**config.mk**
```make
export PLATFORM = sky130hd
export DESIGN_NAME = gate_window_sequencer
export DESIGN_NICKNAME = d
export VERILOG_FILES = /design/src/rtl/gate_seq_pkg.sv /design/src/rtl/gate_timer.sv /design/src/rtl/gate_window_sequencer.sv
export SDC_FILE = /design/constraint.sdc
export NUM_CORES = 1
export LEC_CHECK = 0
export ABC_AREA = 0
export CAP_MARGIN = 20
export CORE_ASPECT_RATIO = 0.8
export CORE_MARGIN = 2
export CORE_UTILIZATION = 30
export DETAILED_ROUTE_END_ITERATION = 7
export PLACE_DENSITY = 0.46
export RECOVER_POWER = 25
export SLEW_MARGIN = 5
export SYNTH_ARGS = -nofsm -noshare
export SYNTH_HDL_FRONTEND = slang
export SYNTH_SLANG_ARGS = --single-unit
```
**constraint.sdc**
```tcl
create_clock -name Clk -period 4.18 [get_ports Clk]
set_clock_uncertainty 0.15 [all_clocks]
set_input_delay 1.254 -clock Clk [delete_from_list [all_inputs] [get_ports Clk]]
set_output_delay 1.254 -clock Clk [all_outputs]
set_load 0.005 [all_outputs]
```
**src/rtl/gate_seq_pkg.sv**
```systemverilog
// Shared types and helpers for the gate window sequencer: FSM state encoding,
// range multipliers and the window timer load computation.
package gate_seq_pkg;

    typedef enum logic [2:0] {
        ST_IDLE   = 3'd0,
        ST_ARM    = 3'd1,
        ST_WINDOW = 3'd2,
        ST_HOLD   = 3'd3,
        ST_DONE   = 3'd4
    } gate_state_e;

    localparam int unsigned RANGE_MULT_X1    = 32'd1;
    localparam int unsigned RANGE_MULT_X10   = 32'd10;
    localparam int unsigned RANGE_MULT_X100  = 32'd100;
    localparam int unsigned RANGE_MULT_X1000 = 32'd1000;

    function automatic int unsigned range_mult(input logic [1:0] rng);
        int unsigned mult;
        case (rng)
            2'd0:    mult = RANGE_MULT_X1;
            2'd1:    mult = RANGE_MULT_X10;
            2'd2:    mult = RANGE_MULT_X100;
            2'd3:    mult = RANGE_MULT_X1000;
            default: mult = RANGE_MULT_X1;
        endcase
        return mult;
    endfunction

    // Timer counts load..0 inclusive, so the load is one less than the length.
    function automatic int unsigned window_load(input logic [1:0] rng,
                                                input int unsigned base_len);
        return (base_len * range_mult(rng)) - 32'd1;
    endfunction

endpackage

```
**src/rtl/gate_timer.sv**
```systemverilog
// Loadable down-counter shared by the window and hold-off intervals.
// Load has priority over enable; the count saturates at zero.
module gate_timer #(
    parameter int unsigned TMR_WIDTH = 24
) (
    input  logic                 clk_i,
    input  logic                 rst_ni,
    input  logic                 load_i,
    input  logic [TMR_WIDTH-1:0] load_val_i,
    input  logic                 en_i,
    output logic                 zero_o
);

    localparam logic [TMR_WIDTH-1:0] TMR_ZERO = {TMR_WIDTH{1'b0}};
    localparam logic [TMR_WIDTH-1:0] TMR_ONE  = TMR_WIDTH'(1'b1);

    logic [TMR_WIDTH-1:0] cnt_q;
    logic [TMR_WIDTH-1:0] cnt_d;
    logic                 zero_s;

    assign zero_s = (cnt_q == TMR_ZERO);
    assign zero_o = zero_s;

    // Next count: load, decrement while nonzero, or hold.
    always_comb begin
        cnt_d = cnt_q;
        if (load_i) begin
            cnt_d = load_val_i;
        end else if (en_i && !zero_s) begin
            cnt_d = cnt_q - TMR_ONE;
        end else begin
            cnt_d = cnt_q;
        end
    end

    // Counter register.
    always_ff @(posedge clk_i or negedge rst_ni) begin
        if (!rst_ni) begin
            cnt_q <= TMR_ZERO;
        end else begin
            cnt_q <= cnt_d;
        end
    end

endmodule

```
**src/rtl/gate_window_sequencer.sv**
```systemverilog
// Gate window sequencer: ARM (counter clear), Gate-high window, hold-off, Done.
// Optional decade window select is enabled by defining WINDOW_SELECT_EN.
module gate_window_sequencer
    import gate_seq_pkg::*;
#(
    parameter int unsigned WINDOW_LEN  = 1000,
    parameter int unsigned HOLDOFF_LEN = 2,
    parameter int unsigned TMR_WIDTH   = 24
) (
    input  logic       Clk,
    input  logic       nReset,
    input  logic       Start,
    input  logic       Continuous,
    input  logic       Abort,
`ifdef WINDOW_SELECT_EN
    input  logic [1:0] Range,
`endif
    output logic       Gate,
    output logic       Busy,
    output logic       Done
);

    localparam logic [TMR_WIDTH-1:0] HOLD_LOAD = TMR_WIDTH'(HOLDOFF_LEN - 32'd1);
    localparam logic [TMR_WIDTH-1:0] TMR_ZERO  = {TMR_WIDTH{1'b0}};

    gate_state_e          state_q;
    gate_state_e          state_d;
    logic                 gate_q;
    logic                 busy_q;
    logic                 done_q;
    logic                 tmr_load_s;
    logic [TMR_WIDTH-1:0] tmr_load_val_s;
    logic                 tmr_en_s;
    logic                 tmr_zero_s;
    logic [TMR_WIDTH-1:0] win_load_s;

`ifdef WINDOW_SELECT_EN
    logic [1:0] range_q;
    logic [1:0] range_d;

    // Window length follows the range latched at the accepted start, not the live port.
    assign win_load_s = TMR_WIDTH'(window_load(range_q, WINDOW_LEN));
`else
    localparam logic [TMR_WIDTH-1:0] WIN_LOAD = TMR_WIDTH'(window_load(2'd0, WINDOW_LEN));

    assign win_load_s = WIN_LOAD;
`endif

    gate_timer #(
        .TMR_WIDTH (TMR_WIDTH)
    ) u_timer (
        .clk_i      (Clk),
        .rst_ni     (nReset),
        .load_i     (tmr_load_s),
        .load_val_i (tmr_load_val_s),
        .en_i       (tmr_en_s),
        .zero_o     (tmr_zero_s)
    );

    // Next-state and timer control; Abort overrides every other transition.
    always_comb begin
        state_d        = state_q;
        tmr_load_s     = 1'b0;
        tmr_load_val_s = TMR_ZERO;
        tmr_en_s       = 1'b0;
`ifdef WINDOW_SELECT_EN
        range_d        = range_q;
`endif
        if (Abort) begin
            state_d = ST_IDLE;
        end else begin
            case (state_q)
                ST_IDLE: begin
                    if (Start) begin
                        state_d = ST_ARM;
`ifdef WINDOW_SELECT_EN
                        range_d = Range;
`endif
                    end else begin
                        state_d = ST_IDLE;
                    end
                end
                ST_ARM: begin
                    tmr_load_s     = 1'b1;
                    tmr_load_val_s = win_load_s;
                    state_d        = ST_WINDOW;
                end
                ST_WINDOW: begin
                    if (tmr_zero_s) begin
                        tmr_load_s     = 1'b1;
                        tmr_load_val_s = HOLD_LOAD;
                        state_d        = ST_HOLD;
                    end else begin
                        tmr_en_s = 1'b1;
                        state_d  = ST_WINDOW;
                    end
                end
                ST_HOLD: begin
                    if (tmr_zero_s) begin
                        state_d = ST_DONE;
                    end else begin
                        tmr_en_s = 1'b1;
                        state_d  = ST_HOLD;
                    end
                end
                ST_DONE: begin
                    if (Continuous) begin
                        state_d = ST_ARM;
`ifdef WINDOW_SELECT_EN
                        range_d = Range;
`endif
                    end else begin
                        state_d = ST_IDLE;
                    end
                end
                default: begin
                    state_d = ST_IDLE;
                end
            endcase
        end
    end

    // State and outputs are registered from the next state, so outputs track the state cycle.
    always_ff @(posedge Clk or negedge nReset) begin
        if (!nReset) begin
            state_q <= ST_IDLE;
            gate_q  <= 1'b0;
            busy_q  <= 1'b0;
            done_q  <= 1'b0;
`ifdef WINDOW_SELECT_EN
            range_q <= 2'd0;
`endif
        end else begin
            state_q <= state_d;
            gate_q  <= (state_d == ST_WINDOW);
            busy_q  <= (state_d != ST_IDLE);
            done_q  <= (state_d == ST_DONE);
`ifdef WINDOW_SELECT_EN
            range_q <= range_d;
`endif
        end
    end

    assign Gate = gate_q;
    assign Busy = busy_q;
    assign Done = done_q;

endmodule

```
==> impl_results.md <==
* Wire per inst at 15.21 µm
* Yosys top cell by area: dfrtp_1
* Crit-path slowest cell: or4_1
* Max_cap viols at 1
* CP Launch Point: Abort
* FF/Latch Area at 750.7 µm²
* Min Tclk post-route at around 3500 ps
* Ant diodes at 0
* Nets@finish at approximately 200
* Vias in the first global route at between 1000 and 1500
* Post-DR vias/cell at between 5 and 6
* Detailed Routing Iterations Pass 1 at 5
* Fin crit share at 82.61%
* Clock Tree Root: clkbuf_8
* Top post-synthesis cells by area: dfrtp_1, a21oi_1, or3_1
* Synth cell types at 50
* Crit end category: register
* HP Class: reg2reg
* Clock Sinks at 30
* Top Ports at 8
* Starting density of the core at a little under a third
* Synth Area in XOR/XNOR at less than 1%
* CTS tree: built
* Leak Pwr at ~0.7 nW
* DR iter-0 viols at 110
* Worst Hold Launch: u_timer.cnt_q[17]
* Register bit total from synthesis at 30
* Synth top area share at a little over two fifths
* Startpoint types: input port
* Mapped cell area at about 1700 µm²
* Main combinational cell family by area after synthesis: simple AND/OR/NAND/NOR gates
* Setup TNS at 0 ps
* Layout cells sized above 1 at a little under a tenth
* Synthesis Warnings at 0
* Gr ovfl total at 0
* Final hold violations at 0
* Max Fanout on Critical Path at 13
* Post-DP HPWL at approximately 2.8 mm
* Outcome: complete, but fails checks
* Post-Synth Simple-Gate Area at roughly 28%
* # rows at 24
* PwrDens at about 390 nW/µm²
* Area of the multi-input gates at roughly 910 µm²
* Total number of vias at ~1500
* Ys async rst share at 100.0%
* Post-synthesis cell count at ~180
* RSZ-0062 raised after global routing: no
* Worst reg2reg startpoint: u_timer.cnt_q[8]
* Die H at roughly 70 µm
* Die ar. at 6347 µm²
* Max stage delay on crit path at 490 ps
* H-tree levels at 2
* Power Total at 0.0007460 W
* Largest net degree at the start of global routing at 31
* Seq/Total Area, Yosys at a little over two fifths
* Peak VDD IR at about 0.00017 V
* Post-CTS setup buffers at 0
* CTS Buf Count at 5
* Final WL at 4.062 mm
* Die Width at just under 90 µm
* Failing checks: capacitance limit, slew limit
* Placer congestion estimate at approximately 0.85
* Synth Area in Adders at roughly 1.5%
* Max-slew violation count at 31
* Port bufs at 7
* Post-route DRC at 0
* Final setup vio count at 0
* Mux cell area share after synthesis at 0%
* Crit-path cells: clkdlybuf4s50_1 > nor2_1 > nand2_1 > a211o_2 > or4_1 > a21oi_1
* Fmax achieved at 0.2896 GHz
* Clock latency on the worst-skew pair at 280 ps
* Filler Cell Count at ~550
* Relative slew slack at -11.38%
* Syn_nets at between 150 and 200
* ANT nets after route at 0
* WS Path Type: in2reg
* Clock Pin Slew Worst Setup and Hold Paths at 60 ps
* Hold_buf cts at 0
* Most used DFF post-synth: dfrtp_1
* Number of synthesized flops with an enable pin at 0
* Syn Area/Cell at 9.330 µm²
* WP data arrival at 3510 ps
* First-pass GRT wire length at 6.962 mm
* Critical path data required time at approximately 4200 ps
* GRT Util Overall at between 10% and 20%
* Core Box Area at ~5500 µm²
* Area Growth Syn to Fin at 12.32%
* CTS max path bufs at 2
* Initial antenna violation count at 0
* Slew at the pin closest to its max-slew limit at 1671 ps
* Compound-gate portion of the synthesized area at between 20% and 30%
* Post-cts resize count at 0
## power by group
part | internal, W | switching (W)
registers | 0.000322 | 0.0000591
logic | 0.0000614 | 0.0000723
clock network | 0.000127 | 0.000105
## cells in the final DEF, fill, tap and decap left out, drive strengths merged, types with 2 or more instances in the layout
cell / count
o31ai: 4
o22ai: 2
o21a: 2
nand4: 2
or3: 14
o21ai: 17
dfrtp: 30
nand2: 8
nor3: 5
a21oi: 20
nand2b: 3
nor4b: 3
nor2: 13
nand3: 6
o211ai: 2
nand3b: 2
inv: 3
ha: 2
clkbuf: 7
a211o: 2
a22o: 2
clkdlybuf4s50: 6
and4b: 2
or4: 7
or2: 3
nor4: 5
## critical path, delay by kind of cell
family                 cells  cell delay (ps)
AO/OA/AOI/OAI              2              600
AND/OR/NAND/NOR            3             1180
buffers and inverters      1              460
## through the flow
step / setup slack [ps] / std cells / hold slack (ps) / util [%] / cell area, µm²
2_1_floorplan: 1300 / 184 / 368.4 / - / 1717
3_3_place_gp: 548.4 / 261 / 393.1 / 33.65 / 1849
3_5_place_dp: 476.0 / 261 / 395.2 / 33.65 / 1849
4_1_cts: 754.3 / 267 / 404.7 / 35.15 / 1932
5_1_grt: 595.6 / 267 / 441.6 / 35.09 / 1928
6_report: 726.7 / 267 / 401.0 / 35.09 / 1928
## registers in the layout (all words and copies together), names as in the netlist
| name | flops |
|---|---|
| Done | 1 |
| Busy | 1 |
| Gate | 1 |
| state_q | 3 |
| u_timer.cnt_q | 24 |
## cell usage after synthesis, types with 3 or more instances
| master | n |
|---|---|
| a21oi_1 | 19 |
| clkbuf_1 | 7 |
| dfrtp_1 | 30 |
| inv_1 | 3 |
| nand2_1 | 8 |
| nand2b_1 | 3 |
| nand3_1 | 6 |
| nor2_1 | 13 |
| nor3_1 | 5 |
| nor4_1 | 4 |
| o21ai_0 | 16 |
| o31ai_1 | 4 |
| or2_2 | 3 |
| or3_1 | 13 |
| or4_1 | 4 |
| or4_4 | 3 |
## logic make-up after synthesis
group | after synthesis
XOR/XNOR | 1
AND/OR/NAND/NOR | 77
adder cells (fa/ha/maj) | 2
buffers and inverters | 12
AO/OA/AOI/OAI | 62
flip-flops | 30
## layout make-up
class | count | area share (%)
Timing Repair Buffer | 8 | 3.829
Clock buffer | 6 | 4.283
Inverter | 3 | 0.5840
Multi-Input combinational cell | 142 | 47.31
Sequential cell | 30 | 38.94
Tap cell | 78 | 5.062
## routing by layer
metal	vias to the layer above	routed length (µm)	track usage (%)
met3	11	244	3.687
li1	714	-	-
met5	-	0	0
met1	700	2056	21.21
met4	0	95	5.387
met2	50	1666	20.05
## path summary, 6_finish.rpt
kind                                     end  slack, ps  cells past startpoint
min reg2reg                u_timer.cnt_q[17]        400                      2
max reg2reg                u_timer.cnt_q[16]       1270                      5
min                        u_timer.cnt_q[17]        400                      2
min in group asynchronous  u_timer.cnt_q[22]       1790                      2
max in group asynchronous   u_timer.cnt_q[5]       1120                      2
max                        u_timer.cnt_q[17]        730                      6
(Power assumes the default switching activity.)
